$ cat src/rtl/mbs_bus_pkg.sv
`default_nettype none
// ============================================================================
// Module      : mbs_bus_pkg
// Description : Shared constants for the RAM bus arbiter (states, ctrl bits,
//               master indices).
// Revision    : 1.0 - initial release
// ============================================================================
package mbs_bus_pkg;

    localparam logic [1:0] ST_IDLE   = 2'd0;
    localparam logic [1:0] ST_ACCESS = 2'd1;
    localparam logic [1:0] ST_ACK    = 2'd2;

    localparam int RAM_RE_BIT = 0;
    localparam int RAM_WE_BIT = 1;

    localparam int M_CPU_DATA = 0;
    localparam int M_CPU_INST = 1;
    localparam int M_DMA      = 2;

endpackage
`default_nettype wire

$ cat src/rtl/mbs_rr_pick.sv
`default_nettype none
// ============================================================================
// Module      : mbs_rr_pick
// Description : Combinational round-robin picker; first request after last_i.
// Revision    : 1.0 - initial release
// ============================================================================
module mbs_rr_pick #(
    parameter int NUM_MASTERS = 3
) (
    input  logic [NUM_MASTERS-1:0] req_i,
    input  logic [2:0]             last_i,
    output logic                   valid_o,
    output logic [2:0]             idx_o
);

    always_comb begin : p_pick
        int d;
        int best;
        valid_o = 1'b0;
        idx_o   = '0;
        best    = NUM_MASTERS;
        for (int k = 0; k < NUM_MASTERS; k++) begin
            // Distance from the slot just after the last grant, modulo NUM_MASTERS.
            d = k - int'(last_i) - 1;
            if (d < 0) begin
                d = d + NUM_MASTERS;
            end
            if (req_i[k] && (d < best)) begin
                best    = d;
                valid_o = 1'b1;
                idx_o   = 3'(k);
            end
        end
    end

endmodule
`default_nettype wire

$ cat src/rtl/mbs_bus_arbiter.sv
`default_nettype none
// ============================================================================
// Module      : mbs_bus_arbiter
// Description : Round-robin arbiter sharing the SoC RAM bus among masters,
//               with fixed wait states and a one-cycle ack per transfer.
// Revision    : 1.0 - initial release
// ============================================================================
module mbs_bus_arbiter
    import mbs_bus_pkg::*;
#(
    parameter int NUM_MASTERS = 3,
    parameter int DATA_WIDTH  = 32,
    parameter int ADDR_WIDTH  = 32,
    parameter int WAIT_CYCLES = 1
) (
    input  logic                              clk,
    input  logic                              rst,
    input  logic [NUM_MASTERS-1:0]            req,
    input  logic [NUM_MASTERS-1:0]            we,
    input  logic [NUM_MASTERS*ADDR_WIDTH-1:0] m_addr,
    input  logic [NUM_MASTERS*DATA_WIDTH-1:0] m_wdata,
    output logic [NUM_MASTERS-1:0]            ack,
    output logic [DATA_WIDTH-1:0]             rdata,
    output logic                              busy,
    output logic [2:0]                        grant_id,
    output logic [ADDR_WIDTH-1:0]             addr_bus,
    output logic [DATA_WIDTH-1:0]             wdata_bus,
    input  logic [DATA_WIDTH-1:0]             rdata_bus,
    output logic                              ram_re,
    output logic                              ram_we
);

    logic [1:0]             state_q, state_d;
    logic [3:0]             cnt_q, cnt_d;
    logic [2:0]             ptr_q, ptr_d;
    logic [2:0]             grant_q, grant_d;
    logic [NUM_MASTERS-1:0] ack_q, ack_d;
    logic [DATA_WIDTH-1:0]  rdata_q, rdata_d;
    logic [ADDR_WIDTH-1:0]  addr_q, addr_d;
    logic [DATA_WIDTH-1:0]  wdata_q, wdata_d;
    logic [1:0]             ctrl_q, ctrl_d;

    logic [NUM_MASTERS-1:0] w_grant_mask;
    logic [NUM_MASTERS-1:0] w_req_eff;
    logic                   w_valid;
    logic [2:0]             w_win;
    logic [ADDR_WIDTH-1:0]  w_sel_addr;
    logic [DATA_WIDTH-1:0]  w_sel_wdata;
    logic                   w_sel_we;
    logic                   w_start;

    // The master being acked is excluded from the overlapped re-arbitration.
    always_comb begin
        for (int i = 0; i < NUM_MASTERS; i++) begin
            w_grant_mask[i] = (grant_q == 3'(i));
        end
        w_req_eff = (state_q == ST_ACK) ? (req & ~w_grant_mask) : req;
    end

    mbs_rr_pick #(
        .NUM_MASTERS (NUM_MASTERS)
    ) u_pick (
        .req_i   (w_req_eff),
        .last_i  (ptr_q),
        .valid_o (w_valid),
        .idx_o   (w_win)
    );

    always_comb begin
        w_sel_addr  = '0;
        w_sel_wdata = '0;
        w_sel_we    = 1'b0;
        for (int i = 0; i < NUM_MASTERS; i++) begin
            if (w_win == 3'(i)) begin
                w_sel_addr  = m_addr[i*ADDR_WIDTH +: ADDR_WIDTH];
                w_sel_wdata = m_wdata[i*DATA_WIDTH +: DATA_WIDTH];
                w_sel_we    = we[i];
            end
        end
    end

    always_comb begin
        state_d = state_q;
        cnt_d   = cnt_q;
        ptr_d   = ptr_q;
        grant_d = grant_q;
        ack_d   = '0;
        rdata_d = rdata_q;
        addr_d  = addr_q;
        wdata_d = wdata_q;
        ctrl_d  = ctrl_q;
        w_start = 1'b0;
        case (state_q)
            ST_IDLE: begin
                w_start = w_valid;
            end
            ST_ACCESS: begin
                if (cnt_q == 4'(WAIT_CYCLES)) begin
                    state_d = ST_ACK;
                    if (ctrl_q[RAM_RE_BIT]) begin
                        rdata_d = rdata_bus;
                    end
                    ack_d   = w_grant_mask;
                    addr_d  = '0;
                    wdata_d = '0;
                    ctrl_d  = '0;
                end else begin
                    cnt_d = cnt_q + 4'd1;
                end
            end
            ST_ACK: begin
                w_start = w_valid;
                if (!w_valid) begin
                    state_d = ST_IDLE;
                end
            end
            default: begin
                state_d = ST_IDLE;
            end
        endcase
        if (w_start) begin
            state_d            = ST_ACCESS;
            cnt_d              = '0;
            ptr_d              = w_win;
            grant_d            = w_win;
            addr_d             = w_sel_addr;
            wdata_d            = w_sel_wdata;
            ctrl_d[RAM_RE_BIT] = ~w_sel_we;
            ctrl_d[RAM_WE_BIT] = w_sel_we;
        end
    end

    always_ff @(posedge clk) begin
        if (rst) begin
            state_q <= ST_IDLE;
            cnt_q   <= '0;
            ptr_q   <= 3'(NUM_MASTERS - 1);
            grant_q <= '0;
            ack_q   <= '0;
            rdata_q <= '0;
            addr_q  <= '0;
            wdata_q <= '0;
            ctrl_q  <= '0;
        end else begin
            state_q <= state_d;
            cnt_q   <= cnt_d;
            ptr_q   <= ptr_d;
            grant_q <= grant_d;
            ack_q   <= ack_d;
            rdata_q <= rdata_d;
            addr_q  <= addr_d;
            wdata_q <= wdata_d;
            ctrl_q  <= ctrl_d;
        end
    end

    assign ack       = ack_q;
    assign rdata     = rdata_q;
    assign busy      = (state_q != ST_IDLE);
    assign grant_id  = grant_q;
    assign addr_bus  = addr_q;
    assign wdata_bus = wdata_q;
    assign ram_re    = ctrl_q[RAM_RE_BIT];
    assign ram_we    = ctrl_q[RAM_WE_BIT];

endmodule
`default_nettype wire
$ cat config.mk
export PLATFORM = sky130hd
export DESIGN_NAME = mbs_bus_arbiter
export DESIGN_NICKNAME = d
export VERILOG_FILES = /design/src/rtl/mbs_bus_pkg.sv /design/src/rtl/mbs_rr_pick.sv /design/src/rtl/mbs_bus_arbiter.sv
export SDC_FILE = /design/constraint.sdc
export NUM_CORES = 1
export LEC_CHECK = 0
export CAP_MARGIN = 40
export CORE_AREA = 2 2 132 134
export CTS_BUF_LIST = sky130_fd_sc_hd__clkbuf_8
export CTS_CLUSTER_DIAMETER = 60
export CTS_CLUSTER_SIZE = 16
export DETAILED_ROUTE_END_ITERATION = 8
export DIE_AREA = 0 0 134 136
export PLACE_DENSITY = 0.89
export SLEW_MARGIN = 40
export SYNTH_ARGS = -nofsm -noshare
export SYNTH_HDL_FRONTEND = slang
export SYNTH_HIERARCHICAL = 1
export SYNTH_SLANG_ARGS = --single-unit
$ cat constraint.sdc
create_clock -name clk -period 16.6 [get_ports clk]
set_input_delay 3.32 -clock clk [delete_from_list [all_inputs] [get_ports clk]]
set_output_delay 3.32 -clock clk [all_outputs]
set_load 0.02 [all_outputs]
==> results.md <==
* # IOs at 337
* Part of the Yosys area used for sequential elements at 30.5%
* Area of the die at 0.0182 mm^2
* Syn Area/Cell at 8.37 um^2
* Initial antenna violation count at 0
* Reg2reg end: addr_bus[15]
* Total core area at 0.0169 mm^2
* Die H at 136 um
* Post-CTS setup buffer count at 0
* Critical Path Stages at 25
* Final Util at 64.0%
* Post-synth EDFFs at 0
* Total CTS buffers at 9
* Layout area overhead at 48.1%
* Clock period minus worst slack at 9.64 ns
* Max frequency at 104 MHz
* Critical Path AT at 9.97 ns
* Max-slew violation count at 0
* Routed len/inst at 18.2 um
* RSZ-0062 raised after global routing: false
* Die X at 134 um
* GPL Wtd Cong at 0.907
* Initial Util at 43.2%
* First-pass iteration count of the detailed router at 5
* # fillers at 1,406
* Cts repair resizes at 0
* Slew HR at 48.1%
* Final setup fails at 0
* Primary FF master, synth: dfxtp_1
* Initial DRC Count at 504
* Cell count of the worst hold path at 2
* Vias at 7,675
* Crit-path leading delay family: compound AO/OA/AOI/OAI gates
* Type of the worst setup path: primary input to flip-flop
* Vias per cell at 5.55
* Critical path fanouts, max at 49
* Worst slew pin tran at 0.779 ns
* R2R setup slack at 8.86 ns
* Slowest cell delay on critical path at 0.60 ns
* First-pass GRT wire length at 38,400 um
* Maximum clock path buffer count at 2
* Mapped Nets at 1,157
* Crit path capture: addr_bus[15]
* WL final at 25,200 um
* Hold Fails Final Rpt at 0
* Post-synthesis cell area at 0.00729 mm^2
* Clock latency on the worst-skew pair at 0.40 ns
* Root Buffer Master: clkbuf_8
* Hold Slack at 0.462 ns
* # DRC at 0
* Gr usage total at 26.5%
* Period utilisation layout at 58.1%
* CTS tree: yes
* Setup_tns at 0 ns
* Row count at 48
* Slowest-stage cell, CP: buf_4
* Share of post-route cells with drive strength above 1 at 4.66%
* CP endpoint kind: flip-flop
* GRT overflow at 0
* Clock Skew at 0.0133 ns
* Clock slew at the register clock pins of the worst setup and hold paths at 0.12 ns
* WP buf/inv at 4
* R2R cell count at 26
* Critical Path Source: req[0]
* MaxCap Viol Count at 0
* # diodes at 0
* Number of global-route vias before repair at 7,433
* Port Buffers at 336
* Syn Inst Count at 871
* Post-synth ARST share at 0%
* Status: completed
* Dpl hpwl at 18,900 um
* # hold bufs at CTS at 0
* YS warnings at 6
* CP required at 16.93 ns
* Hold Path Class: flip-flop to flip-flop
* Worst slack, placed at 6.61 ns
* Yosys cell types at 68
* R2r startpoint: ptr_q[2]
* H-tree Lvls at 3
* Final worst setup slack at 6.96 ns
* Largest net degree at the start of global routing at 69
* CP startpoint kind: primary input
* DRT antenna net count at 0
* Synth Register Bits at 111
* CTS Sinks at 111
* Fin nets at 1,439
[Yosys cell counts, types with 2 or more instances]
| library cell | number | area share, % |
|---|---|---|
| nor2_1 | 91 | 4.7 |
| buf_6 | 15 | 2.3 |
| o21ai_0 | 12 | 0.82 |
| xnor2_1 | 10 | 1.2 |
| or3_1 | 3 | 0.26 |
| a211oi_2 | 2 | 0.34 |
| buf_4 | 12 | 1.2 |
| nor3b_1 | 3 | 0.31 |
| o211ai_1 | 3 | 0.31 |
| nor2b_1 | 7 | 0.60 |
| and3_1 | 3 | 0.26 |
| inv_1 | 21 | 1.1 |
| nand4_1 | 4 | 0.34 |
| a31oi_1 | 6 | 0.51 |
| o21a_1 | 3 | 0.31 |
| buf_2 | 21 | 1.4 |
| and2b_1 | 2 | 0.21 |
| ha_1 | 54 | 9.3 |
| o211a_1 | 2 | 0.27 |
| a22o_1 | 64 | 7.7 |
| a211oi_1 | 3 | 0.31 |
| mux2i_1 | 65 | 8.9 |
| o22a_1 | 2 | 0.24 |
| or4b_1 | 2 | 0.27 |
| clkbuf_1 | 24 | 1.2 |
| xor2_1 | 7 | 0.84 |
| a211o_1 | 2 | 0.24 |
| dfxtp_1 | 111 | 30 |
| o22ai_1 | 65 | 5.6 |
| nor3_1 | 12 | 0.82 |
| nand2_1 | 102 | 5.2 |
| a2111oi_2 | 2 | 0.41 |
| nand3_1 | 11 | 0.75 |
| a21oi_1 | 71 | 4.9 |
| nor2_2 | 2 | 0.17 |
| and2_1 | 6 | 0.51 |
| nand2b_1 | 9 | 0.77 |
| o21ai_1 | 2 | 0.14 |
| or2_2 | 6 | 0.51 |
[worst register-to-register path, cell delays in order (launching register included)]
cell and delay (ns):
dfxtp_1 0.44, inv_1 0.23, ha_1 0.70, nand2b_1 0.20, o32ai_2 0.36, o21ai_1 0.21, or2_2 0.37, ha_1 0.27
o21a_1 0.11, o311ai_0 0.28, a31oi_1 0.14, a21bo_2 0.36, nor2_1 0.08, a21oi_2 0.12, buf_4 0.32, ha_1 0.34
a211oi_1 0.25, o211ai_1 0.12, o221a_2 0.26, o31ai_1 0.23, nand4b_1 0.14, or3_4 0.43, nand3_1 0.15, nand2b_4 0.12
nor3_4 0.58, buf_4 0.60, a22o_1 0.27
[stage by stage]
step	instances	instance area, um^2
after floorplan	871	7290
after global placement	1366	10500
after detailed placement	1367	10600
after CTS	1383	10800
after global routing	1383	10800
final	1383	10800
[placed cells by master (no fill, tap or decap), types with 8 or more instances in the layout]
cell type	instances
clkdlybuf4s50_1	335
dfxtp_1	111
nand2_1	101
nor2_1	91
a21oi_1	70
mux2i_1	65
o22ai_1	65
a22o_1	64
ha_1	54
inv_1	22
o21ai_0	12
nor3_1	12
nand3_1	10
xnor2_1	10
clkbuf_8	10
nand2b_1	8
[area by class of cell]
type | instances | area (um^2) | share of cell area, %
clock buffer | 10 | 138 | 1.27
clock inverter | 6 | 76.3 | 0.707
inverter | 21 | 78.8 | 0.730
multi-input combinational | 666 | 4560 | 42.2
sequential | 111 | 2220 | 20.6
tap | 225 | 282 | 2.61
timing repair buffer | 344 | 3440 | 31.9
[logic make-up (layout without fill, tap and decap cells)]
family          Yosys count  count (layout)  share of synthesized area [%]
simple gates            272             272                           17.1
compound gates          256             256                           24.5
flops                   111             111                           30.5
buf+inv                  94             381                           7.36
mux                      65              65                           8.92
fa+ha+maj                54              54                           9.26
xor+xnor                 18              18                           2.35
other cells               1               1                         0.0514
[per-layer routing]
layer	wire [um]	up-vias	GRT usage, %
met5	0	-	0
met4	828	0	9.93
met3	1620	64	6.41
met2	12800	314	46.8
met1	9870	3595	31.0
li1	-	3702	-
[registers in the layout, indices dropped and copies added (netlist names)]
name	flops
ack	3
addr_bus	32
cnt_q	4
ctrl_q	2
grant_id	1
ptr_q	3
rdata	32
state_q	2
wdata_bus	32
[worst min-delay path by stage]
stage	start	to	slack, ns
4_1_cts	rdata[21]	rdata[21]	0.46
3_3_place_gp	rdata[0]	rdata[0]	0.44
5_1_grt	rdata[1]	rdata[1]	0.48
2_1_floorplan	ptr_q[2]	ptr_q[2]	0.47
3_5_place_dp	rdata[21]	rdata[21]	0.45
6_report	rdata[1]	rdata[1]	0.46
Power is not shown: default switching activity piles up to over one toggle a cycle in this logic, so the estimate is an artifact.
